**config.mk**
```make
export PLATFORM = sky130hd
export DESIGN_NAME = alu_wb_queue
export DESIGN_NICKNAME = d
export VERILOG_FILES = /design/src/rtl/alu_wb_queue.sv
export SDC_FILE = /design/constraint.sdc
export NUM_CORES = 1
export LEC_CHECK = 0
export BUFFER_PORTS_ARGS = -buffer_cell sky130_fd_sc_hd__buf_2
export CORE_AREA = 2 2 99 101
export DETAILED_ROUTE_END_ITERATION = 16
export DIE_AREA = 0 0 101 103
export GPL_TIMING_DRIVEN = 1
export PLACE_DENSITY = 0.83
export RECOVER_POWER = 100
export SYNTH_ARGS = -nofsm -noshare
export SYNTH_HDL_FRONTEND = slang
export SYNTH_SLANG_ARGS = --single-unit
export TNS_END_PERCENT = 20
```
**constraint.sdc**
```tcl
create_clock -name clk -period 2.8 [get_ports clk]
set_input_delay 0.42 -clock clk [delete_from_list [all_inputs] [get_ports clk]]
set_output_delay 0.42 -clock clk [all_outputs]
set_load 0.01 [all_outputs]
```
**src/rtl/alu_wb_queue.sv**
```systemverilog
`default_nettype none
// ==========================================================================
// alu_wb_queue: APSR flag register plus ALU writeback FIFO with operand bypass
// Revision: 1.0
// ==========================================================================
module alu_wb_queue #(
  parameter int DATA_W = 32,
  parameter int REG_AW = 4,
  parameter int DEPTH  = 2
) (
  input  logic                         clk,
  input  logic                         rst,
  input  logic                         in_valid,
  output logic                         in_ready,
  input  logic [DATA_W-1:0]            in_result,
  input  logic [3:0]                   in_flag_q,
  input  logic [REG_AW-1:0]            in_rd,
  input  logic                         in_we,
  input  logic                         in_setflags,
  output logic [3:0]                   apsr,
  output logic                         wb_valid,
  input  logic                         wb_ready,
  output logic [REG_AW-1:0]            wb_rd,
  output logic [DATA_W-1:0]            wb_data,
  input  logic [REG_AW-1:0]            fwd_rs,
  output logic                         fwd_hit,
  output logic [DATA_W-1:0]            fwd_data,
  output logic [$clog2(DEPTH+1)-1:0]   count
);

  localparam int CNT_W = $clog2(DEPTH + 1);
  localparam int PTR_W = (DEPTH > 1) ? $clog2(DEPTH) : 1;

  localparam logic [CNT_W-1:0] c_depth_cnt = CNT_W'(DEPTH);
  localparam logic [PTR_W:0]   c_depth_ext = (PTR_W + 1)'(DEPTH);
  localparam logic [PTR_W-1:0] c_last_ptr  = PTR_W'(DEPTH - 1);

  logic [DEPTH-1:0]  valid_q, valid_d;
  logic [REG_AW-1:0] rd_q   [DEPTH];
  logic [REG_AW-1:0] rd_d   [DEPTH];
  logic [DATA_W-1:0] data_q [DEPTH];
  logic [DATA_W-1:0] data_d [DEPTH];
  logic [PTR_W-1:0]  head_q, head_d;
  logic [PTR_W-1:0]  tail_q, tail_d;
  logic [CNT_W-1:0]  count_q, count_d;
  logic [3:0]        apsr_q, apsr_d;

  logic accept;
  logic push;
  logic pop;

  function automatic logic [PTR_W-1:0] ptr_inc(input logic [PTR_W-1:0] p);
    return (p == c_last_ptr) ? '0 : p + 1'b1;
  endfunction

  // Physical slot holding the entry that is 'age' positions behind the head.
  function automatic logic [PTR_W-1:0] slot_of(input logic [PTR_W-1:0] base, input int age);
    logic [PTR_W:0] sum;
    sum = {1'b0, base} + (PTR_W + 1)'(age);
    return (sum >= c_depth_ext) ? PTR_W'(sum - c_depth_ext) : PTR_W'(sum);
  endfunction

  // Handshake decisions depend on registered occupancy only.
  assign in_ready = (count_q < c_depth_cnt);
  assign wb_valid = (count_q != '0);
  assign accept   = in_valid && in_ready;
  assign push     = accept && in_we;
  assign pop      = wb_valid && wb_ready;

  assign wb_rd    = rd_q[head_q];
  assign wb_data  = data_q[head_q];
  assign apsr     = apsr_q;
  assign count    = count_q;

  always_comb begin
    valid_d = valid_q;
    rd_d    = rd_q;
    data_d  = data_q;
    head_d  = head_q;
    tail_d  = tail_q;
    count_d = count_q;
    apsr_d  = apsr_q;

    if (accept && in_setflags) begin
      apsr_d = in_flag_q;
    end

    // Push and pop never target the same slot: that would need count 0 or DEPTH.
    if (pop) begin
      valid_d[head_q] = 1'b0;
      head_d          = ptr_inc(head_q);
    end

    if (push) begin
      valid_d[tail_q] = 1'b1;
      rd_d[tail_q]    = in_rd;
      data_d[tail_q]  = in_result;
      tail_d          = ptr_inc(tail_q);
    end

    case ({push, pop})
      2'b10:   count_d = count_q + 1'b1;
      2'b01:   count_d = count_q - 1'b1;
      default: count_d = count_q;
    endcase
  end

  always_ff @(posedge clk) begin
    if (rst) begin
      valid_q <= '0;
      head_q  <= '0;
      tail_q  <= '0;
      count_q <= '0;
      apsr_q  <= 4'b0000;
    end else begin
      valid_q <= valid_d;
      head_q  <= head_d;
      tail_q  <= tail_d;
      count_q <= count_d;
      apsr_q  <= apsr_d;
    end
  end

  always_ff @(posedge clk) begin
    rd_q   <= rd_d;
    data_q <= data_d;
  end

  // Walk oldest to youngest so the last match is the youngest producer.
  always_comb begin
    fwd_hit  = 1'b0;
    fwd_data = '0;
    for (int i = 0; i < DEPTH; i++) begin
      if (valid_q[slot_of(head_q, i)] && (rd_q[slot_of(head_q, i)] == fwd_rs)) begin
        fwd_hit  = 1'b1;
        fwd_data = data_q[slot_of(head_q, i)];
      end
    end
  end

endmodule
`default_nettype wire

```
# After elaboration in Yosys (flattened, before gate mapping)
# Cells that the tools add are included.
[classes]
addsub = 7
order_cmp = 14
n_eq_ne = 4
n_mux = 43
n_bitwise = 7
reduce_logical = 11
[ops]
columns = ["operator", "n"]
rows = [
  ["$mux 32", 12],
  ["$bwmux 64", 1],
  ["$mux 4", 10],
  ["$demux 32 s1", 1],
  ["$mux 1", 12],
  ["$ge 2x2->1 const B", 5],
  ["$logic_and 1x1->1", 9],
  ["$bwmux 8", 1],
  ["$eq 4x4->1", 2],
  ["$lt 1x2->1 const B", 4],
  ["$not 1->2", 4],
  ["$demux 4 s1", 1],
  ["$mux 2", 2],
  ["$pmux 2 s2", 1],
  ["$reduce_bool 2->1", 2],
  ["$add 1x1->1 const B", 2],
  ["$add 1x1->2 const B", 1],
  ["$add 2x1->2 const B", 1],
  ["$and 2x2->2", 1],
  ["$demux 1 s1", 2],
  ["$eq 2x1->1 const B", 1],
  ["$eq 2x2->1 const B", 1],
  ["$ge 1x1->1 const B", 2],
  ["$ge 1x2->1 const B", 1],
  ["other kinds (6)", 7],
]
[totals]
register_bits = 82
input_bits = 50
output_inout_bits = 77
word_cells = 95

# Depth between registers and ports, before layout
# Gate-level depths: netlist (run 1).
[depth]
ltp_word = 10
depth_mapped = 8
ltp_nobuf = 7

# Worst setup path after synthesis (run 1)
# Ideal clock, no wire load.
[synth_path]
kind = "input to register"
startpoint = "input port in_valid"
endpoint = "register data_q[32] (netlist bit), enable pin"
setup_ps = 431
t_arrival_ps = 2429
required_ps = 2369
slack_ps = -60
cell_stages = 4
n_path_buf = 1
cell_sequence = "nor2b_1 clkbuf_1 nand2_1 nor2_1"
[synth_between]
elab_chain_cells = 2
[synth_lines]
columns = ["element", "line_no", "rtl"]
rows = [
  ["from (decl)", "13", "input logic in_valid,"],
  ["$logic_and 1x1->1", "66", "assign accept = in_valid && in_ready;"],
  ["$logic_and 1x1->1", "67", "assign push = accept && in_we;"],
  ["to (signal assigned)", "126", "data_q <= data_d;"],
  ["to (decl)", "41", "logic [DATA_W-1:0] data_q [DEPTH];"],
]
# No other way between the ends.
# A chain may end at the register's enable or synchronous reset.

# Worst setup path in the final report (run 1)
[layout_path]
startpoint = "register head_q"
endpoint = "output port fwd_data[5]"
[layout_between]
elab_chain_cells = 10
elab_cells_between_ends = 31
cone_classes = "3 x add/sub; 2 x order compare; 2 x eq/ne; 20 x mux; 2 x bitwise; 2 x reduce/logical"
[layout_lines]
columns = ["element", "line_no", "rtl"]
rows = [
  ["from (decl)", "43", "logic [PTR_W-1:0] head_q, head_d;"],
  ["from (signal assigned)", "111", "head_q <= '0;"],
  ["from (signal assigned)", "117", "head_q <= head_d;"],
  ["$add 1x1->2 (tied with other cells)", "59", "sum = {1'b0, base} + (PTR_W + 1)'(age);"],
  ["$ge 2x2->1 (tied with other cells)", "60", "return (sum >= c_depth_ext) ? PTR_W'(sum - c_depth_ext) : PTR_W'(sum);"],
  ["$mux 1 / $not 1->2 (equally long branches)", "60, 134, 136", ""],
  ["$not 1->2 (implied by the code) / $mux 4 (equally long branches)", "134, 136", ""],
  ["$mux 4 (implied by the code) (2 in a row)", "134", "if (valid_q[slot_of(head_q, i)] && (rd_q[slot_of(head_q, i)] == fwd_rs)) begin"],
  ["$mux 4 (implied by the code) / $eq 4x4->1 (equally long branches)", "134", ""],
  ["$eq 4x4->1 / $logic_and 1x1->1 (equally long branches)", "134", ""],
  ["$logic_and 1x1->1 / $mux 32 (equally long branches)", "134", ""],
  ["$mux 32 (*)", "134", ""],
  ["to (decl)", "27", "output logic [DATA_W-1:0] fwd_data,"],
]
# Mark *: on every way between the ends. The rest lies on a longest branch, timed or not. The select of a mux whose other input is x is not followed.

==> out/metrics.cfg, run 1 <==
[yosys]
yosysTopAreaCell=sky130_fd_sc_hd__edfxtp_1
synth_top_cells_by_area=sky130_fd_sc_hd__edfxtp_1 50%, sky130_fd_sc_hd__mux2_2 8.9%, sky130_fd_sc_hd__a21oi_1 8.2%
synth-edff-count=72
synth_async_sr_flop_share_pct=0
post_synth_num_cell_types=35
synth_top_area_share_pct=50.4
syn_area_per_cell_um2=11.5
syn_area_um2=4290
postSynthRegisterBits=82
synth_nets=424
ys.flop_type=sky130_fd_sc_hd__edfxtp_1
ys_warn_count=0
syn-instance-count=373
seq_area_frac_synth_pct=55.1

[sta]
max_slew.worst_pin.slew_ps=476
fin_crit_ps=2800
clock.fmax_mhz=357
fin_crit_sh_pct=100
number_of_hold_violations_in_the_final_report=0
timing.final.max_slew_violations=0
slew_headroom_pct=68.2
timing.clock.skew_ps=3.67
setup_violations=2
final.setup.worst_slack_ps=-1.08
grt_setup_unrepaired=yes

[cts]
clk-insertion-delay-late_ps=350
cts_tree=yes
tritoncts_num_sinks=82
clk_root_buffer_cell=sky130_fd_sc_hd__clkbuf_8
cts_inserted_buffers=9
clkSlewWorstSetupHoldPaths_ps=80
htree_num_levels=3
clk_path_buf_depth=2

[pwr]
p_clk_share_pct=22.4
seqPwrFrac_pct=38.7
ir_drop_mv=0.474
intPower_mw=2.63
power.switching_fraction_pct=33.3
power_frac_comb_pct=39.0
design_power_total_mw=3.94
p_per_area_nw_per_um2=722
net-switching-power_mw=1.31
p_leak_nw=2.07

[floorplan]
die_y_um=103
row_count=36
fp.coreArea_um2=9460
dieWidth_um=101
initial_standard_cell_utilization_of_the_core_pct=45.3
floorplan.io_pins=127
die-area_um2=10400

[critical_path]
critical_path.reg2reg.startpoint=count[1]
reg2reg_to=count[1]
worst_path_dominant_cell_family=buffers and inverters
ff2ff_setup_slack_ps=840
worstPathCellList=mux2_4, xor2_2, nor4_4, buf_6, buf_12, nand3_1, a22oi_2, buf_2
critical_path.n_buffers_inverters=3
path_class=flip-flop to output port
critPathArrivalTime_ps=2380
cp.required_ps=2380
start_kind=flip-flop
cp-end-kind=output port
crit_path_max_fanout=17
worst_path_largest_cell_delay_ps=420
highest_delay_cell_along_the_critical_path=sky130_fd_sc_hd__dfxtp_4
worst_reg2reg_path_depth=5

[placed_design]
numPlacedInstances=592
pre_cts_ws_ps=97.7
portBuffers=126
dpl-instance-area_um2=4960
finalWeightedCongestion=0.701
dpl.hpwl_um=6820

[detailed_routing]
detail_route.wl_per_cell_um=17.4
route.vias.total=3598
initialDrtViolationCount=163
postRouteAntennaNets=0
post_drt_via_cell_ratio=5.85
drt_pass1_iterations=4
drcViolationCount=0
final_wirelength_um=10700

[worst_hold_path]
holdCritPathClass=input port to flip-flop
hp-start=in_result[8]
timing.hold.worst_path_depth=1
whs_endpoint=data_q[8]

[global_routing]
grt_pass1_vias=3311
grt-ovfl-total=0
global_route_wire_length_before_repair_um=15600
initial_antenna_violation_count=0
grt_use_total_pct=19.4
grt_max_degree=37

[outcome]
status=complete, but fails checks
failed_checks=setup timing

[finish]
nets=548
finish.cell_count_without_fillers=615
commonest_non_fill_non_tap_cells_in_the_layout=98 x sky130_fd_sc_hd__buf_2, 72 x sky130_fd_sc_hd__edfxtp_1, 70 x sky130_fd_sc_hd__a21oi_1, 61 x sky130_fd_sc_hd__nand3_1, 34 x sky130_fd_sc_hd__mux2_2
drive_above_1_share_pct=39.5
layout_commonest_cell=sky130_fd_sc_hd__buf_2
insertedDiodeCount=0
final_area_um2=5460
final_core_utilization_pct=57.7
syn2layout_area_growth_pct=27.3

[run]
drv_cap=0

[kinds of logic (layout without fill, tap and decap cells)]
group,count (synthesis),count (layout),synth area share [%]
XOR/XNOR,14,14,2.86
flip-flops,82,82,55.1
buffers and inverters,39,167,5.95
AO/OA/AOI/OAI,107,107,14.6
adder cells (fa/ha/maj),1,1,0.292
multiplexers,39,39,10.3
AND/OR/NAND/NOR,91,91,10.9
[timing repair]
item                                    in CTS  in global routing
buffers inserted                             2                  2
hold buffers                                 0                  0
endpoints found under the hold margin        0                  0
gates resized for setup                     16                 25
pin swaps                                    1                  2
gates cloned                                 0                  4
endpoints found under the setup margin      32                 32
[registers in the layout, summed over array words and instances, names as in the netlist]
signal / count
rd_q: 8
head_q: 1
tail_q: 1
data_q: 64
count: 2
apsr: 4
valid_q: 2
[layer usage]
layer / routed length (um) / GRT usage (%) / part of all wire [%]
met4: 207 / 7.48 / 1.9
met1: 4380 / 23.2 / 41
met5: 0 / 0 / 0
met2: 5430 / 33.5 / 51
met3: 669 / 5.36 / 6.3
[power groups by stage]
stage	Sequential (mW)	Clock, mW	Combinational (mW)
floorplan	1.53	0	0.958
global placement	1.54	0	1.37
detailed placement	1.55	0	1.42
CTS	1.52	0.904	1.48
global route	1.54	0.956	1.67
finish	1.52	0.882	1.54
[synthesized netlist by cell type, types with 2 or more instances]
cell	n
sky130_fd_sc_hd__mux2_4	2
sky130_fd_sc_hd__buf_8	2
sky130_fd_sc_hd__buf_1	2
sky130_fd_sc_hd__nand3_1	69
sky130_fd_sc_hd__mux2_2	34
sky130_fd_sc_hd__xnor2_1	4
sky130_fd_sc_hd__buf_4	10
sky130_fd_sc_hd__o21ai_0	2
sky130_fd_sc_hd__a22oi_1	32
sky130_fd_sc_hd__clkbuf_1	6
sky130_fd_sc_hd__nor2_1	6
sky130_fd_sc_hd__xor2_1	10
sky130_fd_sc_hd__edfxtp_1	72
sky130_fd_sc_hd__dfxtp_1	10
sky130_fd_sc_hd__nand2_1	8
sky130_fd_sc_hd__inv_1	4
sky130_fd_sc_hd__buf_6	4
sky130_fd_sc_hd__a21oi_1	70
sky130_fd_sc_hd__mux2i_1	3
sky130_fd_sc_hd__buf_2	8
[layout make-up]
class	instances	area (um^2)
inverter	5	18.8
multi-input combinational	252	1840
sequential	82	2370
timing repair buffer	147	890
tap	114	143
clock inverter	4	67.6
fill	806	4000
clock buffer	11	131
[worst max path at each step]
stage | from | end | slack, ps | depth (start not counted)
6_report | head_q | fwd_data[5] | -1 | 8
4_1_cts | head_q | fwd_data[3] | -20 | 8
3_3_place_gp | head_q | fwd_data[17] | 250 | 8
3_5_place_dp | head_q | fwd_data[27] | 100 | 8
2_1_floorplan | in_valid | data_q[32] | 550 | 4
5_1_grt | head_q | fwd_data[12] | -110 | 8
[per-stage QoR]
| step | TNS [ps] | hold WS, ps |
|---|---|---|
| after floorplan | 0 | 462 |
| after global placement | 0 | 441 |
| after detailed placement | 0 | 449 |
| after CTS | -96.0 | 234 |
| after global routing | -2600 | 231 |
| final | -1.87 | 255 |
(Power assumes the default switching activity.)
==> inputs of run 2 (changes only) <==
CORE_AREA = 2 2 110 91   (was 2 2 99 101)
DIE_AREA = 0 0 112 93   (was 0 0 101 103)
==> out/metrics.cfg, run 2 (synthesis gave the netlist of run 1 again) <==
[floorplan]
initial_standard_cell_utilization_of_the_core_pct=45.8
row_count=32
dieWidth_um=112
die_y_um=93
die-area_um2=10400
floorplan.io_pins=127
fp.coreArea_um2=9370

[critical_path]
cp-end-kind=output port
critPathArrivalTime_ps=2310
crit_path_max_fanout=34
cp.required_ps=2380
ff2ff_setup_slack_ps=890
path_class=flip-flop to output port
start_kind=flip-flop

[cts]
cts_inserted_buffers=9
clk-insertion-delay-late_ps=320
cts_tree=yes
htree_num_levels=3
tritoncts_num_sinks=82
postCtsHoldBufs=0
clkSlewWorstSetupHoldPaths_ps=60
clk_path_buf_depth=2
clk_root_buffer_cell=sky130_fd_sc_hd__clkbuf_16

[outcome]
status=finished, final reports clean

[global_routing]
grt_max_degree=38
global_route_wire_length_before_repair_um=15800
grt-ovfl-total=0
grt_use_total_pct=19.1
grt_pass1_vias=3308
initial_antenna_violation_count=0

[detailed_routing]
detail_route.wl_per_cell_um=16.3
post_drt_via_cell_ratio=5.65
postRouteAntennaNets=0
drcViolationCount=0
drt_pass1_iterations=5
initialDrtViolationCount=260
final_wirelength_um=10000
route.vias.total=3483

[finish]
final_core_utilization_pct=56.8
fillers=840
regMostFlops=data_q
nets=543
drive_above_1_share_pct=36.2
insertedDiodeCount=0
flip_flop_count_of_the_largest_register_all_copies_and_words_added=64
syn2layout_area_growth_pct=24.2
commonest_non_fill_non_tap_cells_in_the_layout=98 x sky130_fd_sc_hd__buf_2, 72 x sky130_fd_sc_hd__edfxtp_1, 70 x sky130_fd_sc_hd__a21oi_1, 69 x sky130_fd_sc_hd__nand3_1, 34 x sky130_fd_sc_hd__mux2_2
layout_commonest_cell=sky130_fd_sc_hd__buf_2

[pwr]
p_per_area_nw_per_um2=772
ir_drop_mv=0.396
power_frac_comb_pct=36.2
p_leak_nw=2.05
p_clk_share_pct=26.8
power.switching_fraction_pct=32.1
net-switching-power_mw=1.32
seqPwrFrac_pct=37.0
intPower_mw=2.79
design_power_total_mw=4.11

[run]
drv_cap=0

[sta]
slew_headroom_pct=64.7
setup_violations=0
fin_crit_ps=2730
grt_setup_unrepaired=yes
final.setup.worst_slack_ps=73.6
timing.clock.skew_ps=4.02
fin_crit_sh_pct=97.4
max_slew.worst_pin.slew_ps=529
clock.fmax_mhz=367
number_of_hold_violations_in_the_final_report=0
timing.final.max_slew_violations=0

[placed_design]
pre_cts_ws_ps=240
finalWeightedCongestion=0.783
dpl.hpwl_um=6770
portBuffers=126

[worst_hold_path]
holdCritPathClass=input port to flip-flop

-- run 2: what timing repair did --
action	4_1_cts	5_1_grt
cloned	0	0
gates resized for setup	6	14
buffers inserted	4	0
pin swaps	1	0
endpoints found under the setup margin	30	16
-- run 2: metrics by stage --
step / hold WS, ps / instances / TNS, ps / area, um^2
after floorplan: 462 / 373 / 0 / 4290
after global placement: 449 / 596 / 0 / 4960
after detailed placement: 451 / 596 / 0 / 4960
after CTS: 270 / 616 / 0 / 5290
after global routing: 270 / 616 / -11.6 / 5320
final: 283 / 616 / 0 / 5320
-- run 2: per-layer routing --
metal	up-vias	track usage, %	share of wire (%)
li1	1661	-	-
met1	1668	25.0	43
met2	146	31.6	49
met3	8	4.80	7.0
met4	0	6.10	0.62
met5	-	0	0
-- run 2: worst max-delay path: stages, from the launching register on --
cell and delay [ps]:
sky130_fd_sc_hd__dfxtp_4 390, sky130_fd_sc_hd__mux2_2 360, sky130_fd_sc_hd__xor2_1 180, sky130_fd_sc_hd__nor4_4 210, sky130_fd_sc_hd__buf_4 170, sky130_fd_sc_hd__buf_12 190, sky130_fd_sc_hd__nand3_1 120, sky130_fd_sc_hd__a22oi_2 200
sky130_fd_sc_hd__buf_2 160
-- run 2: final cells by class --
cell class              count  area, um^2  share of cell area [%]
multi-input cells         252        1740                    32.8
clock inverters             4        42.5                   0.799
flip-flops and latches     82        2370                    44.5
inverters                   5        18.8                   0.353
clock buffers              12         236                    4.44
well taps                 119         149                    2.80
repair buffers            142         766                    14.4
-- run 2: worst paths after layout --
kind                                   start           to  depth (start not counted)
worst min-delay path            in_result[6]    data_q[6]                          1
worst min register to register       apsr[0]      apsr[0]                          2
worst max register to register      count[1]     count[1]                          5
worst max-delay path                  head_q  fwd_data[0]                          8
-- run 2: power groups by stage --
stage | combinational [mW] | clock, mW | sequential, mW
global placement | 1.38 | 0 | 1.54
CTS | 1.46 | 1.12 | 1.52
floorplan | 0.958 | 0 | 1.53
detailed placement | 1.42 | 0 | 1.55
finish | 1.49 | 1.10 | 1.52
global route | 1.62 | 1.18 | 1.53
